File: src/rtl/ones_seq_gen.sv
// ones_seq_gen
//   Serial thermometer-frame generator. One request carries a count
//   (0..7); the block then emits a 7-bit frame, LSB first, whose first
//   <count> bits are 1 and the rest 0. It builds a parallel copy of the
//   emitted bits and pulses done when the frame is complete.
//
// Optional feature (macro ONES_SEQ_GEN_CHECK_EN):
//   When defined, an internal counter tallies the 1-bits that were actually
//   handshaked. In DONE it is compared with the latched count, and any
//   difference sets the sticky err flag. When undefined, err is tied to 0.
//
// Ports
//   clk        in   rising-edge clock
//   reset      in   asynchronous active-low reset
//   in_valid   in   request count offered
//   in_count   in   [2:0] number of ones to emit
//   in_ready   out  request accepted this cycle (high only in IDLE)
//   bit_ready  in   downstream consumes bit_out this cycle
//   bit_valid  out  bit_out carries a frame bit (high only in SEND)
//   bit_out    out  serial frame bit
//   out_word   out  [6:0] parallel image; bit i = i-th emitted bit
//   done       out  one-cycle pulse while in DONE
//   err        out  sticky self-check error flag
//
// Handshakes: a transfer happens on a rising clk edge where valid and ready
// are both high. Valid never depends combinationally on ready. Once raised,
// bit_valid and bit_out hold steady until the bit is consumed.
//
// All outputs are registers or decodes of registered state only (Moore).
// The FSM state is visible for debug as the internal signal 'state'.

module ones_seq_gen #(
  parameter int FRAME_LEN = 7
) (
  input  logic                 clk,
  input  logic                 reset,
  input  logic                 in_valid,
  input  logic [2:0]           in_count,
  output logic                 in_ready,
  input  logic                 bit_ready,
  output logic                 bit_valid,
  output logic                 bit_out,
  output logic [FRAME_LEN-1:0] out_word,
  output logic                 done,
  output logic                 err
);

  localparam logic [2:0] LAST_IDX = 3'(FRAME_LEN - 1);

  typedef enum logic [1:0] {
    IDLE = 2'd0,
    SEND = 2'd1,
    DONE = 2'd2
  } state_t;

  state_t     state;
  state_t     state_nxt;
  logic [2:0] idx;
  logic [2:0] cnt;
  logic       accept;
  logic       hs;

  assign accept = (state == IDLE) && in_valid;
  assign hs     = (state == SEND) && bit_ready;

  // Moore decodes
  assign in_ready  = (state == IDLE);
  assign bit_valid = (state == SEND);
  assign done      = (state == DONE);
  // Thermometer code: bit positions below the latched count are ones.
  assign bit_out   = (state == SEND) && (idx < cnt);

  // State register
  always_ff @(posedge clk or negedge reset) begin
    if (!reset) begin
      state <= IDLE;
    end else begin
      state <= state_nxt;
    end
  end

  // Next-state logic
  always_comb begin
    state_nxt = state;
    case (state)
      IDLE: if (in_valid) state_nxt = SEND;
      SEND: if (bit_ready && (idx == LAST_IDX)) state_nxt = DONE;
      DONE: state_nxt = IDLE;
      default: state_nxt = IDLE;
    endcase
  end

  // Datapath: latched count, bit index and parallel image.
  // out_word is cleared only on acceptance so it keeps the last frame
  // through DONE and IDLE.
  always_ff @(posedge clk or negedge reset) begin
    if (!reset) begin
      cnt      <= '0;
      idx      <= '0;
      out_word <= '0;
    end else if (accept) begin
      cnt      <= in_count;
      idx      <= '0;
      out_word <= '0;
    end else if (hs) begin
      out_word[idx] <= bit_out;
      idx           <= idx + 3'd1;
    end
  end

`ifdef ONES_SEQ_GEN_CHECK_EN
  logic [2:0] ones_cnt;

  // Counts 1-bits that were actually consumed. Seven ones fit in 3 bits.
  always_ff @(posedge clk or negedge reset) begin
    if (!reset) begin
      ones_cnt <= '0;
      err      <= 1'b0;
    end else begin
      if (accept) begin
        ones_cnt <= '0;
      end else if (hs && bit_out) begin
        ones_cnt <= ones_cnt + 3'd1;
      end
      if ((state == DONE) && (ones_cnt != cnt)) begin
        err <= 1'b1;
      end
    end
  end
`else
  assign err = 1'b0;
`endif

endmodule

File: config.mk
export PLATFORM = sky130hd
export DESIGN_NAME = ones_seq_gen
export DESIGN_NICKNAME = d
export VERILOG_FILES = /design/src/rtl/ones_seq_gen.sv
export SDC_FILE = /design/constraint.sdc
export NUM_CORES = 1
export LEC_CHECK = 0
export CAP_MARGIN = 20
export CORE_MARGIN = 8
export CORE_UTILIZATION = 51
export DETAILED_ROUTE_END_ITERATION = 8
export HOLD_SLACK_MARGIN = 0.06
export PLACE_DENSITY = 0.82
export SLEW_MARGIN = 10
export SYNTH_ARGS = -nofsm -noshare
export SYNTH_HDL_FRONTEND = slang
export SYNTH_SLANG_ARGS = --single-unit
File: constraint.sdc
create_clock -name clk -period 3.8 [get_ports clk]
set_input_delay 0.38 -clock clk [delete_from_list [all_inputs] [get_ports clk]]
set_output_delay 0.38 -clock clk [all_outputs]
set_load 0.03 [all_outputs]
==> qor.txt, run 1 <==
Placed Cells - 105
Bufs and invs on worst path - 2
Tcrit/Tclk final - 0.709
Initial antenna violation count - 0
FF-to-FF setup slack - 2.20 ns
Yosys cell types - 26
Critical-path top delay cell - clkdlybuf4s50_1
Setup Fix Bufs, Post-CTS - 0
P per Cell Area - 826 nW/µm²
Relative slew slack - 0.553
Tot Pwr - 817 µW
Max-slew violations - 0
Deepest clock path buffer count - 2
Count of non-filler cells in the finished layout - 109
DR pass1 iterations - 4
Number of DRC markers in iteration 0 - 7
Die area - 3070 µm²
CTS H-tree depth - 1
Final setup viols - 0
Finished Cell Area - 988 µm²
Core Area - 1470 µm²
Final setup TNS - 0 ns
GR Util All Layers - 0.107
Initial Utilization - 0.537
Vias - 582
RSZ-0062 raised after global routing - no
CP Class - flop to primary output
Clk root buf - clkbuf_4
Number of vias per cell - 5.34
Cells after synthesis - 74
GRT overflow - 0
First-pass GRT wire length - 2.72 mm
CP Cell Sequence - ha_1 -> o21ai_0 -> o211ai_1 -> inv_1 -> clkdlybuf4s50_1
Largest net degree at the start of global routing - 16
Max Cap Viol - 0
Cell Area, Placed - 962 µm²
CP Capture Type - primary output
CTS Buf Count - 3
Layout Skew - 0.00159 ns
Post-route DRC - 0
Layout area overhead - 25.0%
Detailed-placement wirelength estimate - 1.20 mm
Outcome - completed
Fillers - 125
Slowest stage delay, CP - 0.61 ns
Net Count, Synth - 85
Register bit total from synthesis - 15
Post-synthesis sequential area ratio - 0.475
WL/cell - 14.9 µm
Syn avg cell area - 10.7 µm²
Number of global-route vias before repair - 617
Slew @ Worst Pin - 0.668 ns
Worst VDD drop - 0.000508 V
Clock-pin slew on the worst setup and hold paths - 0.09 ns
Max Fanout on Critical Path - 8
CTS Sinks - 15
DP Worst Slack - 1.37 ns
Startpoint types - flop
Placer congestion estimate - 0.853
Layout Nets - 105
Antenna Nets Post-Route - 0
Antenna diode count - 0
CTS resizes - 0
Fin util - 0.672
Buffers on Ports - 17
Final Hold Fails - 0
Worst Hold Class - input pin to async pin
Die Y - 55.4 µm
Synth warn - 0
Delay-heaviest family, CP - buffers and inverters
Die width - 55.4 µm
Hold slack final - 0.496 ns
Leakage power - 0.486 nW
Mapped cell area - 791 µm²
CTS tree - done
PnR worst setup slack - 1.11 ns
Max Clk Rate - 371 MHz
Crit path arrival time - 2.31 ns
Total Wirelength - 1.62 mm
Share of cells above drive strength 1 - 0.0860
Hold-fix buffers, CTS - 0
Worst-skew pair later-pin latency - 0.28 ns
IO Count - 19
Row count - 14
CP required - 3.42 ns
Tmin final - 2.69 ns
==> synth_stat cells <==
cell type	instances	area (µm²)
nand3_1	4	20.0
buf_6	1	11.3
nand4_1	3	18.8
inv_1	6	22.5
and4bb_2	1	12.5
o21ai_0	3	15.0
nand2_1	8	30.0
nand4b_1	1	8.76
xnor2_1	1	8.76
nor2b_1	2	12.5
and3_1	1	6.26
nand3b_1	1	7.51
and2_1	2	12.5
mux2_2	2	22.5
conb_1	1	3.75
mux2i_1	7	70.1
nand2b_1	1	6.26
nor2_1	3	11.3
buf_4	1	7.51
o211ai_1	1	7.51
nor3b_1	2	15.0
dfrtp_1	15	375
xor2_1	1	8.76
ha_1	4	50.1
mux2_4	1	15.0
or3b_4	1	11.3
==> power breakdown <==
part           internal [mW]  switching (mW)  total [mW]  leakage (nW)
clock network         0.0408          0.0510      0.0919        0.0150
logic                  0.190           0.252       0.442         0.280
registers              0.224          0.0584       0.283         0.191
==> logic make-up (layout without fill, tap and decap cells) <==
logic type               after synthesis  count (layout)  synth area share
buffers and inverters                  8              27            0.0522
flip-flops                            15              15             0.475
AO/OA/AOI/OAI                          4               4            0.0285
AND/OR/NAND/NOR                       30              30             0.218
other                                  1               1           0.00474
multiplexers                          10              10             0.136
XOR/XNOR                               2               2            0.0222
adder cells (fa/ha/maj)                4               4            0.0633
==> state kept, by name, indices dropped and copies added, names as in the netlist <==
name,cells
out_word,7
cnt,3
state,2
idx,3
==> worst paths after layout <==
| check | startpoint | endpoint | depth (start not counted) |
|---|---|---|---|
| worst min register to register | cnt[0] | cnt[0] | 1 |
| worst min-delay path | reset | idx[0] | 1 |
| min in group clk | cnt[0] | cnt[0] | 1 |
| max in group asynchronous | reset | out_word[1] | 1 |
| worst max-delay path | idx[2] | bit_out | 5 |
| worst max register to register | idx[2] | out_word[0] | 4 |
==> cells in the final DEF, fill, tap and decap left out, drive strengths merged, types with 2 or more instances in the layout <==
| cell | n |
|---|---|
| nand4 | 3 |
| mux2i | 7 |
| ha | 4 |
| nand2 | 8 |
| nor3b | 2 |
| inv | 6 |
| mux2 | 3 |
| nor2 | 3 |
| nor2b | 2 |
| o21ai | 3 |
| dfrtp | 15 |
| and2 | 2 |
| clkbuf | 4 |
| nand3 | 4 |
| clkdlybuf4s50 | 17 |
==> worst reg2reg max path, delay by kind of cell, from the launching register on <==
family | cells | cell delay, ns
AO/OA/AOI/OAI | 2 | 0.54
flip-flops | 1 | 0.47
adder cells (fa/ha/maj) | 1 | 0.31
multiplexers | 1 | 0.15
==> layer usage <==
layer | global-route usage | up-vias | share of wire
li1 | - | 286 | -
met1 | 0.124 | 274 | 0.44
met2 | 0.163 | 18 | 0.47
met3 | 0.0411 | 4 | 0.064
met4 | 0.0634 | 0 | 0.023
met5 | 0 | - | 0
==> area by class of cell <==
type,instances,area [µm²],share of cell area
flip-flops and latches,15,375,0.380
multi-input cells,51,374,0.378
repair buffers,17,170,0.172
clock buffers,4,26.3,0.0266
inverters,6,22.5,0.0228
well taps,16,20.0,0.0203
Power figures use the tool's default switching activity.
==> inputs of run 2 (changes only) <==
Settings changed: CORE_UTILIZATION 51 to 42, PLACE_DENSITY 0.82 to 0.72.
Clock period 3.8 ns to 2.3 ns, I/O delays scaled along.
==> run 2 against run 1 <==
  * Final area increased by 2.3%
  * Register-to-register slack got worse by 1.4 ns
  * Worst setup slack got worse by 0.77 ns
  * Utilization decreased by 9.3 points
  * Sequential share of layout area decreased by 0.85 points
  * Largest power group unchanged
  * Combinational power increased by 70%
  * Global-route usage decreased by 0.56 points
  * Sequential power increased by 65%
==> qor.txt, run 2 (synthesis results as in run 1) <==
Outcome - completed (unchanged)
Number of vias per cell - 4.97 (was 5.34)
Final Hold Fails - 0 (unchanged)
Clock-pin slew on the worst setup and hold paths - 0.10 ns (was 0.09 ns)
Number of global-route vias before repair - 614 (was 617)
Placer congestion estimate - 0.749 (was 0.853)
Crit path arrival time - 1.73 ns (was 2.31 ns)
Relative slew slack - 0.555 (was 0.553)
IO Count - 19 (unchanged)
P per Cell Area - 1350 nW/µm² (was 826 nW/µm²)
DR pass1 iterations - 4 (unchanged)
Largest reg by FF count - out_word (unchanged)
GRT overflow - 0 (unchanged)
Die width - 59.4 µm (was 55.4 µm)
Tmin final - 1.96 ns
Detailed-placement wirelength estimate - 1.19 mm (was 1.20 mm)
Max Clk Rate - 511 MHz
Slew @ Worst Pin - 0.665 ns (was 0.668 ns)
RSZ-0062 raised after global routing - no (unchanged)
Total Wirelength - 1.58 mm (was 1.62 mm)
CP Class - flop to primary output (unchanged)
Antenna Nets Post-Route - 0 (unchanged)
WL/cell - 13.3 µm (was 14.9 µm)
Tot Pwr - 1.37 mW (was 817 µW)
GR Util All Layers - 0.102 (was 0.107)
Die area - 3530 µm² (was 3070 µm²)
Max-slew violations - 0 (unchanged)
Number of DRC markers in iteration 0 - 5 (was 7)
Deepest clock path buffer count - 2 (unchanged)
CTS H-tree depth - 1 (unchanged)
Max Fanout on Critical Path - 8 (unchanged)
Worst-skew pair later-pin latency - 0.28 ns (about the same)
Commonest non-fill, non-tap cell in the layout - clkdlybuf4s50_1 (unchanged)
Startpoint types - flop (unchanged)
Tcrit/Tclk final - 0.852
Initial Utilization - 0.453 (was 0.537)
Antenna diode count - 0 (unchanged)
Largest net degree at the start of global routing - 16 (unchanged)
Core Area - 1750 µm² (was 1470 µm²)
Clk root buf - clkbuf_4 (unchanged)
First-pass GRT wire length - 2.77 mm (was 2.72 mm)
Buffers on Ports - 17 (unchanged)
Layout area overhead - 27.8% (was 25.0%)
Initial antenna violation count - 0 (unchanged)
Largest register FFs - 7 (unchanged)
Share of cells above drive strength 1 - 0.106 (was 0.0860)
Cell Area, Placed - 981 µm² (was 962 µm²)
Finished Cell Area - 1010 µm² (was 988 µm²)
CTS Buf Count - 3 (unchanged)
PnR worst setup slack - 0.341 ns (was 1.11 ns)
Final setup TNS - 0 ns (unchanged)
CP Capture Type - primary output (unchanged)
CP required - 2.07 ns (was 3.42 ns)
CTS Sinks - 15 (unchanged)
DP Worst Slack - 0.325 ns (was 1.37 ns)
Most frequent cells in the layout - 16 x clkdlybuf4s50_1, 15 x dfrtp_1, 8 x nand2_1 (was 17 x clkdlybuf4s50_1, 15 x dfrtp_1, 8 x nand2_1)
Leakage power - 0.503 nW (was 0.486 nW)
Setup Fix Bufs, Post-CTS - 0 (unchanged)
Biggest regs - out_word x7, cnt x3, idx x3 (unchanged)
Worst Hold Class - input pin to async pin (unchanged)
Post-route DRC - 0 (unchanged)
Layout Nets - 106 (was 105)
CTS tree - done (unchanged)
Final setup viols - 0 (unchanged)
Worst VDD drop - 0.00107 V (was 0.000508 V)
Max Cap Viol - 0 (unchanged)
Row count - 15 (was 14)
Hold-fix buffers, CTS - 0 (unchanged)
Die Y - 59.4 µm (was 55.4 µm)
Vias - 591 (was 582)
Layout Skew - 0.00802 ns (was 0.00159 ns)
==> run 2: changes by cell type in the layout (fill, tap and decap cells not counted) <==
cell,before,now
buf_4,0,1
clkbuf_1,1,0
clkdlybuf4s50_1,17,16
clkinv_2,0,1
dlymetal6s2s_1,0,1
==> run 2: layout make-up <==
class / instances / area, µm²
clock buffer: 3 / 22.5
inverter: 6 / 22.5
sequential: 15 / 375
clock inverter: 1 / 5.00
fill: 162 / 734
multi-input combinational: 51 / 374
tap: 25 / 31.3
timing repair buffer: 18 / 180
==> run 2: power breakdown <==
part | switching, mW | total, mW | internal, mW
combinational | 0.417 | 0.750 | 0.333
sequential | 0.0971 | 0.467 | 0.370
clock | 0.0869 | 0.151 | 0.0645
total | 0.601 | 1.37 | 0.768
==> run 2: worst max-delay path, stage by stage (launching register included) <==
cell             delay, ns
dfrtp_1               0.45
nand2b_1              0.18
inv_1                 0.12
clkdlybuf4s50_1       0.69
==> run 2: final timing paths <==
kind | cells after the start | startpoint | end | slack [ns]
max | 3 | state[1] | bit_valid | 0.34
min | 1 | reset | cnt[1] | 0.34
max reg2reg | 5 | idx[1] | out_word[0] | 0.84
min reg2reg | 1 | cnt[0] | cnt[0] | 0.52
max in group asynchronous | 1 | reset | out_word[6] | 1.53
min in group clk | 1 | cnt[0] | cnt[0] | 0.52
==> run 2: through the flow <==
step,util,cells,hold WS (ns)
2_1_floorplan,-,74,-0.0656
3_3_place_gp,0.562,115,0.495
6_report,0.579,119,0.342
5_1_grt,0.579,119,0.403
3_5_place_dp,0.562,115,0.499
4_1_cts,0.578,119,0.375
==> run 2: metal layers <==
metal,vias up,track usage,part of all wire
met4,0,0.0614,0.020
met1,282,0.128,0.47
li1,290,-,-
met2,15,0.153,0.46
met3,4,0.0239,0.050
met5,-,0,0
==> run 2: repair_timing <==
item	CTS	global route
endpoints found under the hold margin	0	0
resized for setup	0	1
setup endpoints to repair	0	1
